## src/rtl/fft_pkg.sv

```systemverilog
`default_nettype none
// ============================================================================
//  Module      : fft_pkg
//  Description : Shared FFT constants and the calc-sequencer state encoding.
//  Revision    : 1.0 - initial release
// ============================================================================
package fft_pkg;

    localparam int FFT_N     = 256;
    localparam int FFT_LOG2N = 8;

    typedef enum logic [1:0] {
        IDLE  = 2'd0,
        ISSUE = 2'd1,
        DRAIN = 2'd2,
        DONE  = 2'd3
    } seq_state_t;

endpackage : fft_pkg
`default_nettype wire

```

## src/rtl/fft_bfly_addr_gen.sv

```systemverilog
`default_nettype none
// ============================================================================
//  Module      : fft_bfly_addr_gen
//  Description : Combinational (k, stage) -> (idx1, idx2, twiddle) decoder for
//                an in-place radix-2 DIT FFT.
//  Revision    : 1.0 - initial release
// ============================================================================
module fft_bfly_addr_gen
    import fft_pkg::*;
#(
    parameter int LOG2N = FFT_LOG2N
) (
    input  logic [LOG2N-2:0] k_i,
    input  logic [LOG2N-1:0] stage_i,
    output logic [LOG2N-1:0] idx1_o,
    output logic [LOG2N-1:0] idx2_o,
    output logic [LOG2N-1:0] tw_o
);

    localparam logic [LOG2N-1:0] ONE       = LOG2N'(1);
    localparam logic [LOG2N-1:0] MAX_STAGE = LOG2N'(LOG2N - 1);

    logic [LOG2N-1:0] k_ext;
    logic [LOG2N-1:0] half;
    logic [LOG2N-1:0] mask;
    logic [LOG2N-1:0] pos;

    // Group bits of k move up one place to open the wing gap; the low
    // (in-group) bits stay put and also select the twiddle step.
    always_comb begin
        k_ext  = {1'b0, k_i};
        half   = ONE << stage_i;
        mask   = half - ONE;
        pos    = k_ext & mask;
        idx1_o = ((k_ext & ~mask) << 1) | pos;
        idx2_o = idx1_o + half;
        tw_o   = pos << (MAX_STAGE - stage_i);
    end

endmodule : fft_bfly_addr_gen
`default_nettype wire

```

## src/rtl/fft_calc_sequencer.sv

```systemverilog
`default_nettype none
// ============================================================================
//  Module      : fft_calc_sequencer
//  Description : Stage/butterfly scheduler for the in-place radix-2 DIT FFT.
//                Issues one butterfly per handshake, drains the butterfly
//                pipeline between stages, pulses calc_done at the end.
//  Revision    : 1.0 - initial release
// ============================================================================
module fft_calc_sequencer
    import fft_pkg::*;
#(
    parameter  int N     = FFT_N,
    localparam int LOG2N = $clog2(N)
) (
    input  logic             clk,
    input  logic             rst_n,
    input  logic             calc_start_i,
    output logic             issue_valid_o,
    input  logic             issue_ready_i,
    output logic [LOG2N-1:0] idx1_o,
    output logic [LOG2N-1:0] idx2_o,
    output logic [LOG2N-1:0] twiddle_addr_o,
    output logic [LOG2N-1:0] stage_o,
    input  logic             bfly_valid_i,
    output logic             busy_o,
    output logic             calc_done_o,
    output logic             seq_err_o
);

    localparam logic [LOG2N-2:0] K_LAST     = '1;
    localparam logic [LOG2N-1:0] STAGE_LAST = LOG2N'(LOG2N - 1);

    seq_state_t       state_q, state_d;
    logic [LOG2N-2:0] k_q, k_d;
    logic [LOG2N-1:0] stage_q, stage_d;
    logic [LOG2N-1:0] out_cnt_q, out_cnt_d;
    logic             seq_err_q, seq_err_d;

    logic             handshake;
    logic [LOG2N-1:0] gen_idx1;
    logic [LOG2N-1:0] gen_idx2;
    logic [LOG2N-1:0] gen_tw;

    assign handshake = (state_q == ISSUE) && issue_ready_i;

    fft_bfly_addr_gen #(
        .LOG2N (LOG2N)
    ) u_addr_gen (
        .k_i     (k_q),
        .stage_i (stage_q),
        .idx1_o  (gen_idx1),
        .idx2_o  (gen_idx2),
        .tw_o    (gen_tw)
    );

    // State and datapath registers; reset abandons any in-flight work.
    always_ff @(posedge clk or negedge rst_n) begin
        if (!rst_n) begin
            state_q   <= IDLE;
            k_q       <= '0;
            stage_q   <= '0;
            out_cnt_q <= '0;
            seq_err_q <= 1'b0;
        end else begin
            state_q   <= state_d;
            k_q       <= k_d;
            stage_q   <= stage_d;
            out_cnt_q <= out_cnt_d;
            seq_err_q <= seq_err_d;
        end
    end

    // Next-state: outstanding tracking first, then FSM transitions which may
    // override the counters (a start clears them).
    always_comb begin
        state_d   = state_q;
        k_d       = k_q;
        stage_d   = stage_q;
        out_cnt_d = out_cnt_q;
        seq_err_d = seq_err_q;

        if (handshake && !bfly_valid_i) begin
            out_cnt_d = out_cnt_q + LOG2N'(1);
        end else if (!handshake && bfly_valid_i) begin
            // A retire with nothing outstanding is a protocol error; the
            // counter must not underflow.
            if (out_cnt_q == '0) begin
                seq_err_d = 1'b1;
            end else begin
                out_cnt_d = out_cnt_q - LOG2N'(1);
            end
        end

        case (state_q)
            IDLE: begin
                if (calc_start_i) begin
                    k_d       = '0;
                    stage_d   = '0;
                    out_cnt_d = '0;
                    state_d   = ISSUE;
                end
            end
            ISSUE: begin
                if (handshake) begin
                    if (k_q == K_LAST) begin
                        k_d     = '0;
                        state_d = DRAIN;
                    end else begin
                        k_d = k_q + (LOG2N-1)'(1);
                    end
                end
            end
            DRAIN: begin
                // Next stage reads results of this one, so wait for all
                // retires before issuing again.
                if (out_cnt_q == '0) begin
                    if (stage_q == STAGE_LAST) begin
                        state_d = DONE;
                    end else begin
                        stage_d = stage_q + LOG2N'(1);
                        state_d = ISSUE;
                    end
                end
            end
            DONE: begin
                state_d = IDLE;
            end
            default: begin
                state_d = IDLE;
            end
        endcase
    end

    // Outputs depend on registered state only; addresses read as zero
    // whenever no request is being presented.
    always_comb begin
        issue_valid_o  = (state_q == ISSUE);
        busy_o         = (state_q != IDLE);
        calc_done_o    = (state_q == DONE);
        seq_err_o      = seq_err_q;
        stage_o        = stage_q;
        idx1_o         = issue_valid_o ? gen_idx1 : '0;
        idx2_o         = issue_valid_o ? gen_idx2 : '0;
        twiddle_addr_o = issue_valid_o ? gen_tw   : '0;
    end

endmodule : fft_calc_sequencer
`default_nettype wire

```

## config.mk

```make
export PLATFORM = sky130hd
export DESIGN_NAME = fft_calc_sequencer
export DESIGN_NICKNAME = d
export VERILOG_FILES = /design/src/rtl/fft_pkg.sv /design/src/rtl/fft_bfly_addr_gen.sv /design/src/rtl/fft_calc_sequencer.sv
export SDC_FILE = /design/constraint.sdc
export NUM_CORES = 1
export LEC_CHECK = 0
export BUFFER_PORTS_ARGS = -buffer_cell sky130_fd_sc_hd__clkbuf_2
export CORE_UTILIZATION = 40
export DETAILED_ROUTE_END_ITERATION = 8
export PLACE_DENSITY = 0.7
export SYNTH_ARGS = -nofsm -noshare
export SYNTH_HDL_FRONTEND = slang
export SYNTH_SLANG_ARGS = --single-unit
```

## constraint.sdc

```tcl
create_clock -name clk -period 9.91 [get_ports clk]
set_input_delay 0.991 -clock clk [delete_from_list [all_inputs] [get_ports clk]]
set_output_delay 0.991 -clock clk [all_outputs]
set_load 0.02 [all_outputs]
```

# Yosys cells after proc, flatten, opt, wreduce, memory -nomap -nowiden
# Cells that the tools add are included.
# word_totals
regBits	26
in_bits	5
wordCells	65
# op_classes
addsub	7
eq_ne	10
n_shift	2
n_mux	22
bitwise_logic	5
reduce_logical	14
# op_table
operator	count
$mux 8	11
$mux 7	3
$add 8x1->8 const B	2
$pmux 8 s2	1
$sub 8x1->8 const B	2
$pmux 7 s2	1
$mux 2	5
$add 8x8->8	1
$and 7x8->8	1
$eq 8x3->1 const B	1
$logic_not 8->1	1
$or 8x8->8	1
$pmux 2 s4	1
$reduce_and 4->1	2
$shl 1x8->8 const A	1
$shl 8x8->8	1
$sub 3x8->8 const A	1
$add 7x1->7 const B	1
$and 7x7->7	1
$eq 7x7->1 const B	1
$not 7->7	1
$ne 2x2->1 const B	3
$reduce_and 3->1	2
$reduce_bool 2->1	3
other kinds (7)	12

# Logic depth before layout (Yosys ltp)
# Gate-level depths: netlist (run 1).
# logic_depth
depth_word	8
ltp_mapped	16

# Cells and area by module
# Synthesis (run 1) repeated with hierarchy kept, for this count alone.
# unflattened
cells_unflattened	363
hier_area_um2	2780.2
# by_module_without_submodules
mod	n_inst	cells_each	area_each_um2	seq_area_each_um2
fft_calc_sequencer	1	220	1843.0	650.6
fft_bfly_addr_gen	1	143	937.1	0.0

# Worst setup path before layout (run 1)
# No wires, ideal clock.
# synth_timing
kind	register to output
startpoint	reg stage_q[6] (netlist: stage_o[6])
endpoint	out idx2_o[7]
arrival_ps	3809
required_ps	8919
path_slack_ps	5110
path_stages_with_launch	15
path_cell_list	dfrtp_1 > or3_1 > nor3_1 > nand3_1 > ha_1 > clkbuf_1 > or3_1 > o211ai_1 > o21ai_0 > ha_1 > or3_1 > o21ai_0 > o21ai_0 > mux2_2 > o211ai_1
# synth_between
elab_chain_len	7
elab_cells_between_ends	8
cone_classes	add/sub (2); shift (1); mux (1); bitwise (4)
# synth_lines
item	line	rtl
from (decl)	fft_calc_sequencer.sv:35	logic [LOG2N-1:0] stage_q, stage_d;
from (signal assigned)	fft_calc_sequencer.sv:67	stage_q <= stage_d;
$shl 1x8->8 *	fft_bfly_addr_gen.sv:32	half = ONE << stage_i;
$sub 8x1->8	fft_bfly_addr_gen.sv:33	mask = half - ONE;
$not 7->7	fft_bfly_addr_gen.sv:35	idx1_o = ((k_ext & ~mask) << 1) | pos;
$and 7x7->7	fft_bfly_addr_gen.sv:35	
$or 8x8->8	fft_bfly_addr_gen.sv:35	
$add 8x8->8 *	fft_bfly_addr_gen.sv:36	idx2_o = idx1_o + half;
$mux 8 *	fft_calc_sequencer.sv:143	idx2_o = issue_valid_o ? gen_idx2 : '0;
to (decl)	fft_calc_sequencer.sv:21	output logic [LOG2N-1:0] idx2_o,
# Every way passes the cells marked *; elsewhere a longest branch is shown, timed or not.

# Final worst setup path (run 1)
# Same ends and word-level chain as after synthesis.

==> results.yml, run 1 <==
job:
  timing.max_cap.violations: 0
timing:
  final.setup.worst_slack_ns: 4.42
  total_negative_setup_slack_ns: 0
  finalHoldWorstSlack_ns: 0.495
  final.setup_skew_ns: 0.00649
  maxSlewHeadroom_pct: 33.7
  unrepaired_setup_endpoints_after_global_routing: "no"
  f_max_mhz: 182
  finalHoldViolations: 0
  report.final.setup_viol: 0
  timing_max_transition_violations_final: 0
  layout_min_cycle_time_ns: 5.49
  worst-slew-pin-transition_ns: 0.991
  final_min_period_over_clock_period_pct: 55.4
finish:
  fillers: 667
  final_cells: 467
  area.growth.synth_to_final_pct: 8.90
  nets: 411
  sequential_cell_area_um2: 651
  post_route_cells_drive_above_1_share_pct: 17.2
  multiInputGateArea_mm2: 0.00188
  antenna_cells_inserted: 0
pwr:
  total_power_divided_by_cell_area_mw_per_mm2: 371
  post-layout-total-power_uw: 1110
  ir_drop_mv: 0.210
  p_leak_uw: 0.00133
clock_network:
  cts.path.max_buffers: 2
  cts-hold-fix-buffers: 0
  ctsRootBufferMaster: "clkbuf_8"
  cts_resized: 0
  clkTransAtPathRegs_ns: 0.09
  cts_tree: "yes"
  ctsHtreeMaxLevel: 1
  clock_latency_late_sink_ns: 0.27
  tritoncts_num_sinks: 26
  cts_made_buffers: 3
  postCtsSetupBuffers: 0
floorplan:
  die_h_um: 84.8
  die_w_um: 84.8
  initial_utilization_pct: 42.2
  floorplan.io_pins: 41
  floorplan.core_area_mm2: 0.00649
  fp.dieArea_mm2: 0.00719
  row_count: 29
worst_setup_path:
  worst_path_most_repeated_cell: "o21ai_0"
  end_kind: "output port"
  timing.critical_path.max_delay_family: "simple AND/OR/NAND/NOR gates"
  timing.critical_path.slowest_stage_cell: "dfrtp_1"
  critical_path.reg2reg.startpoint: "stage_o[3]"
  critPathArrivalTime_ns: 4.50
  critPathMaxStageDelay_ns: 0.48
  crit_buf_inv: 2
  startpoint: "stage_o[6]"
  critPathRequiredTime_ns: 8.92
  critical_path_class: "flop to output port"
  critical_path.cell_chain: "nor3_2 > nand2_1 > nor3_1 > inv_1 > ha_1 > or3_1 > o211ai_1 > o21ai_0 > ha_1 > or3_1 > o21ai_0 > o21ai_0 > mux2_2 > o211ai_1 > clkbuf_2"
  start_kind: "flop"
  worstPathMaxFanout: 15
global_route:
  grt_antenna_before_repair: 0
  first_global_vias: 2621
  all_layer_global_routing_usage_pct: 20.7
  largest_net_degree_at_the_start_of_global_routing: 28
  grt_overflow_total: 0
  grt_first_pass_wirelength_um: 12300
yosys:
  yosysSeqAreaShare_pct: 23.7
  synth.yosys.warnings: 0
  postSynthNetCount: 391
  asr_flop_ratio_synth_pct: 100
  mappedNetlistArea_mm2: 0.00274
  ys_ff_latch: 26
  synth_edf_count: 0
  netlist_instances: 371
  syn_area_per_cell_um2: 7.39
  synth_top_flop_cell: "dfrtp_1"
  synthDistinctLibCells: 67
detailed_routing:
  detailed_route_via_count: 2860
  drtPass1Iterations: 7
  antenna_violating_nets_post_route: 0
  remaining_drc_errors: 3
  post_drt_wl_per_cell_um: 15.7
  viasPerCell: 6.12
  finalWirelength_um: 7320
  drt-initial-drc-count: 180
run_status:
  violated_checks: "design-rule violations"
  run_status: "finished, violations left"
hold_path:
  hp-start: "seq_err_o"
  worst_hold_path_type: "flop to flop"
place:
  buffer_ports.inserted: 40
  numPlacedInstances: 462
  hpwlAfterDp_um: 5450
  gp_congestion: 0.846
  place_worst_setup_slack_ns: 4.81
registers in the layout (all words and copies together) (netlist names):
register,flops
k_q,7
state_q,2
stage_o,8
out_cnt_q,8
seq_err_o,1
cell families (layout without fill, tap and decap cells):
family                     Yosys count  after routing  synth area share [%]
and+or+nand+nor                    167            167                  32.8
AOI/OAI and AO/OA                  107            107                  25.1
buffers and inverters               45             64                  7.58
DFF                                 26             26                  23.7
adders and majority gates           15             15                  7.12
xor gates and xnor gates             6              6                  1.92
muxes                                4              4                  1.60
other                                1              1                 0.137
worst register-to-register path, delay by kind of cell, from the launching register on:
kind / cells / cell delay, ns
compound gates: 3 / 0.76
flops: 1 / 0.54
simple gates: 1 / 0.50
buf+inv: 2 / 0.33
fa+ha+maj: 1 / 0.22
cell type report:
cell class	instances	area share, %
multi-input cells	300	63.1
flip-flops and latches	26	21.8
repair buffers	43	7.38
well taps	77	3.23
inverters	17	2.14
clock buffers	3	1.38
clock inverters	1	1.01
Yosys cell counts (3+ instances only):
cell type / n / area [um2]
buf_2: 5 / 25.0
inv_1: 16 / 60.1
o21a_1: 3 / 22.5
dfrtp_1: 26 / 651
nor3b_1: 3 / 22.5
clkbuf_1: 17 / 63.8
nand2b_1: 6 / 37.5
a21oi_1: 24 / 120
and3_1: 8 / 50.1
xor2_1: 3 / 26.3
nor3_1: 15 / 75.1
o211ai_1: 5 / 37.5
xnor2_1: 3 / 26.3
a22o_1: 4 / 35.0
and2_1: 4 / 25.0
ha_1: 14 / 175
o22ai_1: 3 / 18.8
nand3_1: 20 / 100
a31oi_1: 6 / 37.5
a31o_2: 3 / 26.3
nand2_1: 34 / 128
or3_1: 7 / 43.8
or2_2: 3 / 18.8
mux2_2: 3 / 33.8
nor3_2: 3 / 30.0
a211oi_1: 3 / 22.5
o21ai_0: 31 / 155
nor2_1: 31 / 116
nand4_1: 11 / 68.8
o31ai_1: 5 / 37.5
nor2b_1: 6 / 37.5
stage by stage:
stage          utilization, %  area, um2
6_report                 46.0       2990
5_1_grt                  46.0       2990
4_1_cts                  45.9       2980
3_5_place_dp             44.8       2910
3_3_place_gp             44.8       2910
2_1_floorplan               -       2740
path summary, 6_finish.rpt:
kind / slack [ns] / cells after the start / endpoint
max in group asynchronous: 8.74 / 1 / stage_o[1]
min: 0.50 / 1 / seq_err_o
max: 4.42 / 15 / idx2_o[7]
max reg2reg: 7.49 / 7 / stage_o[2]
min in group asynchronous: 0.73 / 1 / seq_err_o
min reg2reg: 0.50 / 1 / seq_err_o
report_power, final:
group	internal, uW	switching (uW)
registers	143	94.5
clock network	54.1	33.9
logic	279	502
total	477	630
cells in the final DEF (no fill, tap or decap), drive strengths merged, types with 3 or more instances in the layout:
| master | netlist | routed |
|---|---|---|
| a22o | 4 | 4 |
| and2 | 4 | 4 |
| buf | 10 | 3 |
| xor2 | 3 | 3 |
| or3 | 8 | 8 |
| nand3 | 20 | 20 |
| nand2 | 34 | 34 |
| ha | 14 | 14 |
| a211oi | 3 | 3 |
| and3 | 10 | 10 |
| o21ai | 31 | 31 |
| nand2b | 6 | 6 |
| mux2 | 3 | 3 |
| dfrtp | 26 | 26 |
| nor2 | 31 | 31 |
| o31ai | 5 | 5 |
| o22ai | 3 | 3 |
| o21a | 3 | 3 |
| o211ai | 5 | 5 |
| clkbuf | 18 | 43 |
| a31oi | 6 | 6 |
| nor2b | 6 | 6 |
| a31o | 3 | 3 |
| xnor2 | 3 | 3 |
| nand4 | 11 | 11 |
| a21oi | 24 | 24 |
| nor3 | 18 | 18 |
| or2 | 3 | 3 |
| nor4 | 3 | 3 |
| nor3b | 3 | 3 |
| inv | 16 | 16 |
layer usage:
layer,track usage (%),part of all wire (%),up-vias
met4,6.47,0.78,0
met3,2.56,6.5,6
met1,29.0,47,1325
met5,0,0,-
li1,-,-,1408
met2,33.2,46,121
Note: power is estimated with default switching activity, not from simulation.
==> run 2, diff against run 1 <==
- PLACE_DENSITY: 0.7 -> 0.73
- clock period: 9.91 -> 4.6 ns (I/O delays scaled with it)
==> results.yml, run 2 (synthesis results as in run 1) <==
pwr:
  pwr-share-comb_pct: 75.1
  total_power_divided_by_cell_area_mw_per_mm2: 796
  power.internal_uw: 1080
  p_leak_uw: 0.00137
  p_sw_uw: 1370
  power.share.clock_pct: 6.0
  p_seq_share_pct: 18.9
  ir_drop_mv: 0.398
  power_switching_share_pct: 55.9
clock_network:
  clock_latency_late_sink_ns: 0.27
  clkTransAtPathRegs_ns: 0.09
  cts_tree: "yes"
  cts.path.max_buffers: 2
  tritoncts_num_sinks: 26
  cts-hold-fix-buffers: 0
  ctsRootBufferMaster: "clkbuf_8"
  ctsHtreeMaxLevel: 1
  cts_made_buffers: 3
timing:
  finalHoldViolations: 0
  worst-slew-pin-transition_ns: 0.925
  final_min_period_over_clock_period_pct: 94.7
  finalHoldWorstSlack_ns: 0.213
  timing_max_transition_violations_final: 0
  final.setup_skew_ns: 0.00596
  maxSlewHeadroom_pct: 38.1
  f_max_mhz: 230
  total_negative_setup_slack_ns: 0
  layout_min_cycle_time_ns: 4.35
  report.final.setup_viol: 0
  final.setup.worst_slack_ns: 0.245
detailed_routing:
  detailed_route_via_count: 2834
  remaining_drc_errors: 5
  drt-initial-drc-count: 223
  post_drt_wl_per_cell_um: 14.9
  antenna_violating_nets_post_route: 0
  drtPass1Iterations: 8
  finalWirelength_um: 7110
  viasPerCell: 5.95
finish:
  area.growth.synth_to_final_pct: 11.9
  final_cell_mix: "clkbuf_2, nand2_1, nor2_1, o21ai_0, dfrtp_1"
  antenna_cells_inserted: 0
  nets: 420
  mostFrequentLayoutCell: "clkbuf_2"
  utilization_pct: 47.2
  post_route_cells_drive_above_1_share_pct: 20.1
global_route:
  largest_net_degree_at_the_start_of_global_routing: 27
  first_global_vias: 2510
  grt_antenna_before_repair: 0
  grt_first_pass_wirelength_um: 11900
  all_layer_global_routing_usage_pct: 20.1
  grt_overflow_total: 0
floorplan:
  fp.dieArea_mm2: 0.00719
  die_h_um: 84.8
  floorplan.core_area_mm2: 0.00649
  die_w_um: 84.8
  initial_utilization_pct: 42.2
  floorplan.io_pins: 41
  row_count: 29
place:
  buffer_ports.inserted: 40
  gp_congestion: 0.884
  place_worst_setup_slack_ns: 0.245
  hpwlAfterDp_um: 5390
worst_setup_path:
  critPathArrivalTime_ns: 3.89
  timing.critical_path.slowest_stage_cell: "dfrtp_1"
  critPathRequiredTime_ns: 4.14
  critical_path_class: "flop to output port"
  critical_path.cell_chain: "or3_1 > nor3_2 > nand3_2 > ha_4 > or3_1 > o211ai_1 > buf_4 > a22o_1 > ha_1 > o21ai_0 > o21a_1 > or3_1 > o211ai_1 > clkbuf_2"
  end_kind: "output port"
  worstPathMaxFanout: 15
  start_kind: "flop"
  rrSetupSlack_ns: 2.19
  worst_path_most_repeated_cell: "or3_1"
  crit_buf_inv: 2
  timing.critical_path.max_delay_family: "simple AND/OR/NAND/NOR gates"
  critPathMaxStageDelay_ns: 0.47
job:
  timing.max_cap.violations: 0
run_status:
  violated_checks: "design-rule violations"
  run_status: "finished, violations left"
hold_path:
  worst_hold_path_type: "primary input to asynchronous set/reset pin"
-- run 2: cell count changes in the layout (fill, tap and decap cells not counted), sizes merged --
cell	change
buf	+9
bufinv	-1
clkbuf	+1
-- run 2: what timing repair did --
item,4_1_cts,5_1_grt
setup endpoints to repair,1,2
buffers inserted,0,1
resized for setup,1,4
pin swaps,0,1
-- run 2: layout make-up --
class | count | area (um2)
Timing Repair Buffer | 52 | 290
Sequential cell | 26 | 651
Fill cell | 623 | 3430
Tap cell | 77 | 96.3
Inverter | 17 | 63.8
Clock buffer | 4 | 55.1
Multi-Input combinational cell | 300 | 1910
-- run 2: final timing paths --
kind	start	end	depth (start not counted)
max	stage_o[6]	idx2_o[7]	14
min	rst_n	out_cnt_q[0]	1
max reg2reg	stage_o[3]	stage_o[2]	8
min reg2reg	seq_err_o	seq_err_o	1
max in group asynchronous	rst_n	stage_o[1]	1
min in group clk	seq_err_o	seq_err_o	1
-- run 2: per-layer routing --
metal  GRT usage [%]  part of all wire, %  wire (um)  vias to the layer above
met1            28.2                   47       3350                     1309
met4            3.85                 0.72         51                        0
met5               0                    0          0                        -
met3            1.77                  5.9        418                        6
met2            33.8                   46       3290                      105
li1                -                    -          -                     1414
-- run 2: through the flow --
| stage | cell area (um2) | std cells | power [uW] |
|---|---|---|---|
| 3_5_place_dp | 2980 | 471 | 2210 |
| 3_3_place_gp | 2980 | 471 | 2180 |
| 2_1_floorplan | 2740 | 371 | 1770 |
| 4_1_cts | 3030 | 475 | 2370 |
| 6_report | 3070 | 476 | 2440 |
| 5_1_grt | 3070 | 476 | 2680 |
-- run 2: power by group through the flow --
| stage | sequential, uW | clock, uW | combinational, uW |
|---|---|---|---|
| 3_5_place_dp | 463 | 0 | 1750 |
| 5_1_grt | 480 | 165 | 2030 |
| 3_3_place_gp | 457 | 0 | 1720 |
| 2_1_floorplan | 413 | 0 | 1350 |
| 6_report | 462 | 146 | 1830 |
| 4_1_cts | 458 | 151 | 1760 |
==> run 3, diff against run 2 <==
- ABC_AREA: default -> 1
==> results.yml, run 3 <==
run_status:
  run_status: "completed"
yosys:
  yosys.cell_count.top_type: "nand2_1"
  synth.top_cells.by_area: "dfrtp_1, nand2_1, inv_1, nor2_1, ha_1"
  mappedNetlistArea_mm2: 0.00257
  synth_edf_count: 0
  synth_commonest_cells: "nand2_1, inv_1, nor2_1"
  ys_ff_latch: 26
  yosysSeqAreaShare_pct: 25.3
  postSynthNetCount: 417
  synthDistinctLibCells: 36
  syn_area_per_cell_um2: 6.48
  synth_top_cell_area_share_pct: 25.3
  synth.yosys.warnings: 0
  netlist_instances: 397
  synthDominantAreaCellType: "dfrtp_1"
  asr_flop_ratio_synth_pct: 100
  synth_top_flop_cell: "dfrtp_1"
timing:
  unrepaired_setup_endpoints_after_global_routing: "no"
  total_negative_setup_slack_ns: 0
  final.setup_skew_ns: 0.00445
  final_min_period_over_clock_period_pct: 89.5
  maxSlewHeadroom_pct: 56.3
  timing_max_transition_violations_final: 0
  report.final.setup_viol: 0
  worst-slew-pin-transition_ns: 0.656
  layout_min_cycle_time_ns: 4.12
  f_max_mhz: 243
  finalHoldViolations: 0
detailed_routing:
  remaining_drc_errors: 0
  post_drt_wl_per_cell_um: 12.2
  antenna_violating_nets_post_route: 0
  viasPerCell: 5.22
  detailroute.wirelength.met3_um: 227
  maxUsedRoutingLayer: "met4"
  drt-initial-drc-count: 208
  detailed_route_via_count: 2660
  drtPass1Iterations: 4
  route.layer.met1.wl_um: 3070
  sum_of_met2_wire_segment_lengths_after_detailed_routing_um: 2840
  finalWirelength_um: 6230
clock_network:
  cts_made_buffers: 3
  ctsRootBufferMaster: "clkbuf_8"
  ctsHtreeMaxLevel: 1
  cts-hold-fix-buffers: 0
  clkTransAtPathRegs_ns: 0.09
  clock_latency_late_sink_ns: 0.27
  cts_tree: "yes"
  tritoncts_num_sinks: 26
  cts.path.max_buffers: 2
worst_setup_path:
  start_kind: "flop"
  critical_path_class: "flop to output port"
  worstPathMaxFanout: 7
  critPathRequiredTime_ns: 4.14
  end_kind: "output port"
  critPathArrivalTime_ns: 3.66
finish:
  nets: 456
  final_cells: 510
  area.growth.synth_to_final_pct: 13.3
  antenna_cells_inserted: 0
  final_cell_mix: "nand2_1, inv_1, nor2_1, clkbuf_2, nand3_1"
  mostFrequentLayoutCell: "nand2_1"
  post_route_cells_drive_above_1_share_pct: 14.9
  fillers: 597
global_route:
  largest_net_degree_at_the_start_of_global_routing: 27
  grt_antenna_before_repair: 0
  grt_first_pass_wirelength_um: 10500
  grt_overflow_total: 0
  all_layer_global_routing_usage_pct: 19.7
  first_global_vias: 2414
pwr:
  post-layout-total-power_uw: 1410
  p_leak_uw: 0.00156
  total_power_divided_by_cell_area_mw_per_mm2: 484
  ir_drop_mv: 0.314
floorplan:
  fp.dieArea_mm2: 0.00676
  initial_utilization_pct: 42.4
  floorplan.core_area_mm2: 0.00606
  die_h_um: 82.2
  row_count: 28
  floorplan.io_pins: 41
  die_w_um: 82.2
place:
  gp_congestion: 0.898
  numPlacedInstances: 505
  hpwlAfterDp_um: 4910
  buffer_ports.inserted: 40
job:
  timing.max_cap.violations: 0
hold_path:
  worst_hold_path_type: "primary input to asynchronous set/reset pin"
[run 3: cell count changes after synthesis, moves of 7 or more]
cell      delta
inv_1       +42
nand2_1     +42
nor2_1      +26
clkbuf_1    -16
nand3_1     +15
xor2_1      +11
o21ai_0      -7
or3_1        -7
[run 3: area by class of cell]
cell class	instances	area [um2]	share of cell area, %
well taps	75	93.8	3.22
clock inverters	1	30.0	1.03
repair buffers	42	215	7.39
inverters	59	221	7.60
flip-flops and latches	26	652	22.4
multi-input cells	304	1660	57.0
clock buffers	3	41.3	1.42
[run 3: final timing paths]
check	start	end	slack, ns	depth (start not counted)
max in group asynchronous	rst_n	stage_o[0]	3.94	1
worst min-delay path	rst_n	out_cnt_q[2]	0.19	1
worst min register to register	seq_err_o	seq_err_o	0.48	1
worst max-delay path	stage_o[5]	idx2_o[7]	0.48	21
worst max register to register	stage_o[1]	stage_o[3]	2.52	10
min in group clk	seq_err_o	seq_err_o	0.48	1
[run 3: per-layer routing]
metal | global-route usage [%] | up-vias
met3 | 2.09 | 10
met1 | 26.6 | 1204
met4 | 5.26 | 0
met5 | 0 | -
met2 | 33.1 | 66
li1 | - | 1380
[run 3: report_power, final]
part	total, uW	switching, uW	leakage, uW	internal, uW
Clock	191	74.8	0.0000357	116
Sequential	377	85.0	0.000340	292
Combinational	841	570	0.00118	271
[run 3: stage by stage]
stage,worst slack (ns),utilization (%),cell area [um2],hold WS (ns)
after floorplan,0.925,-,2570,0.164
after global placement,0.781,46.6,2820,0.453
after detailed placement,0.666,46.6,2820,0.460
after CTS,0.343,47.8,2900,0.221
after global routing,0.0141,48.1,2910,0.250
final,0.485,48.1,2910,0.194
[run 3: what timing repair did]
item / 4_1_cts / 5_1_grt
resized for setup: 0 / 4
setup endpoints to repair: 0 / 1
setup buffers: 0 / 1
[run 3: kinds of logic after synthesis]
family	share of synthesized area (%)
AOI/OAI and AO/OA	11.3
DFF	25.3
other	0.146
buffers and inverters	10.6
adders and majority gates	7.59
xor gates and xnor gates	5.11
and+or+nand+nor	40.0
[run 3: critical path, cell delays in order, from the launching register on]
cell	delay [ns]
dfrtp_1	0.49
nor2_4	0.18
nand2_2	0.10
nor3_1	0.21
nand2_1	0.17
ha_1	0.26
inv_1	0.06
nand4_1	0.10
nand2_1	0.15
nand2_1	0.09
nand2_1	0.07
ha_1	0.23
a21oi_1	0.23
o21ai_0	0.14
nand2_1	0.09
inv_1	0.04
o21ai_0	0.20
nand3b_1	0.10
nand2_1	0.09
nor2_1	0.05
nor3b_2	0.14
clkbuf_2	0.18
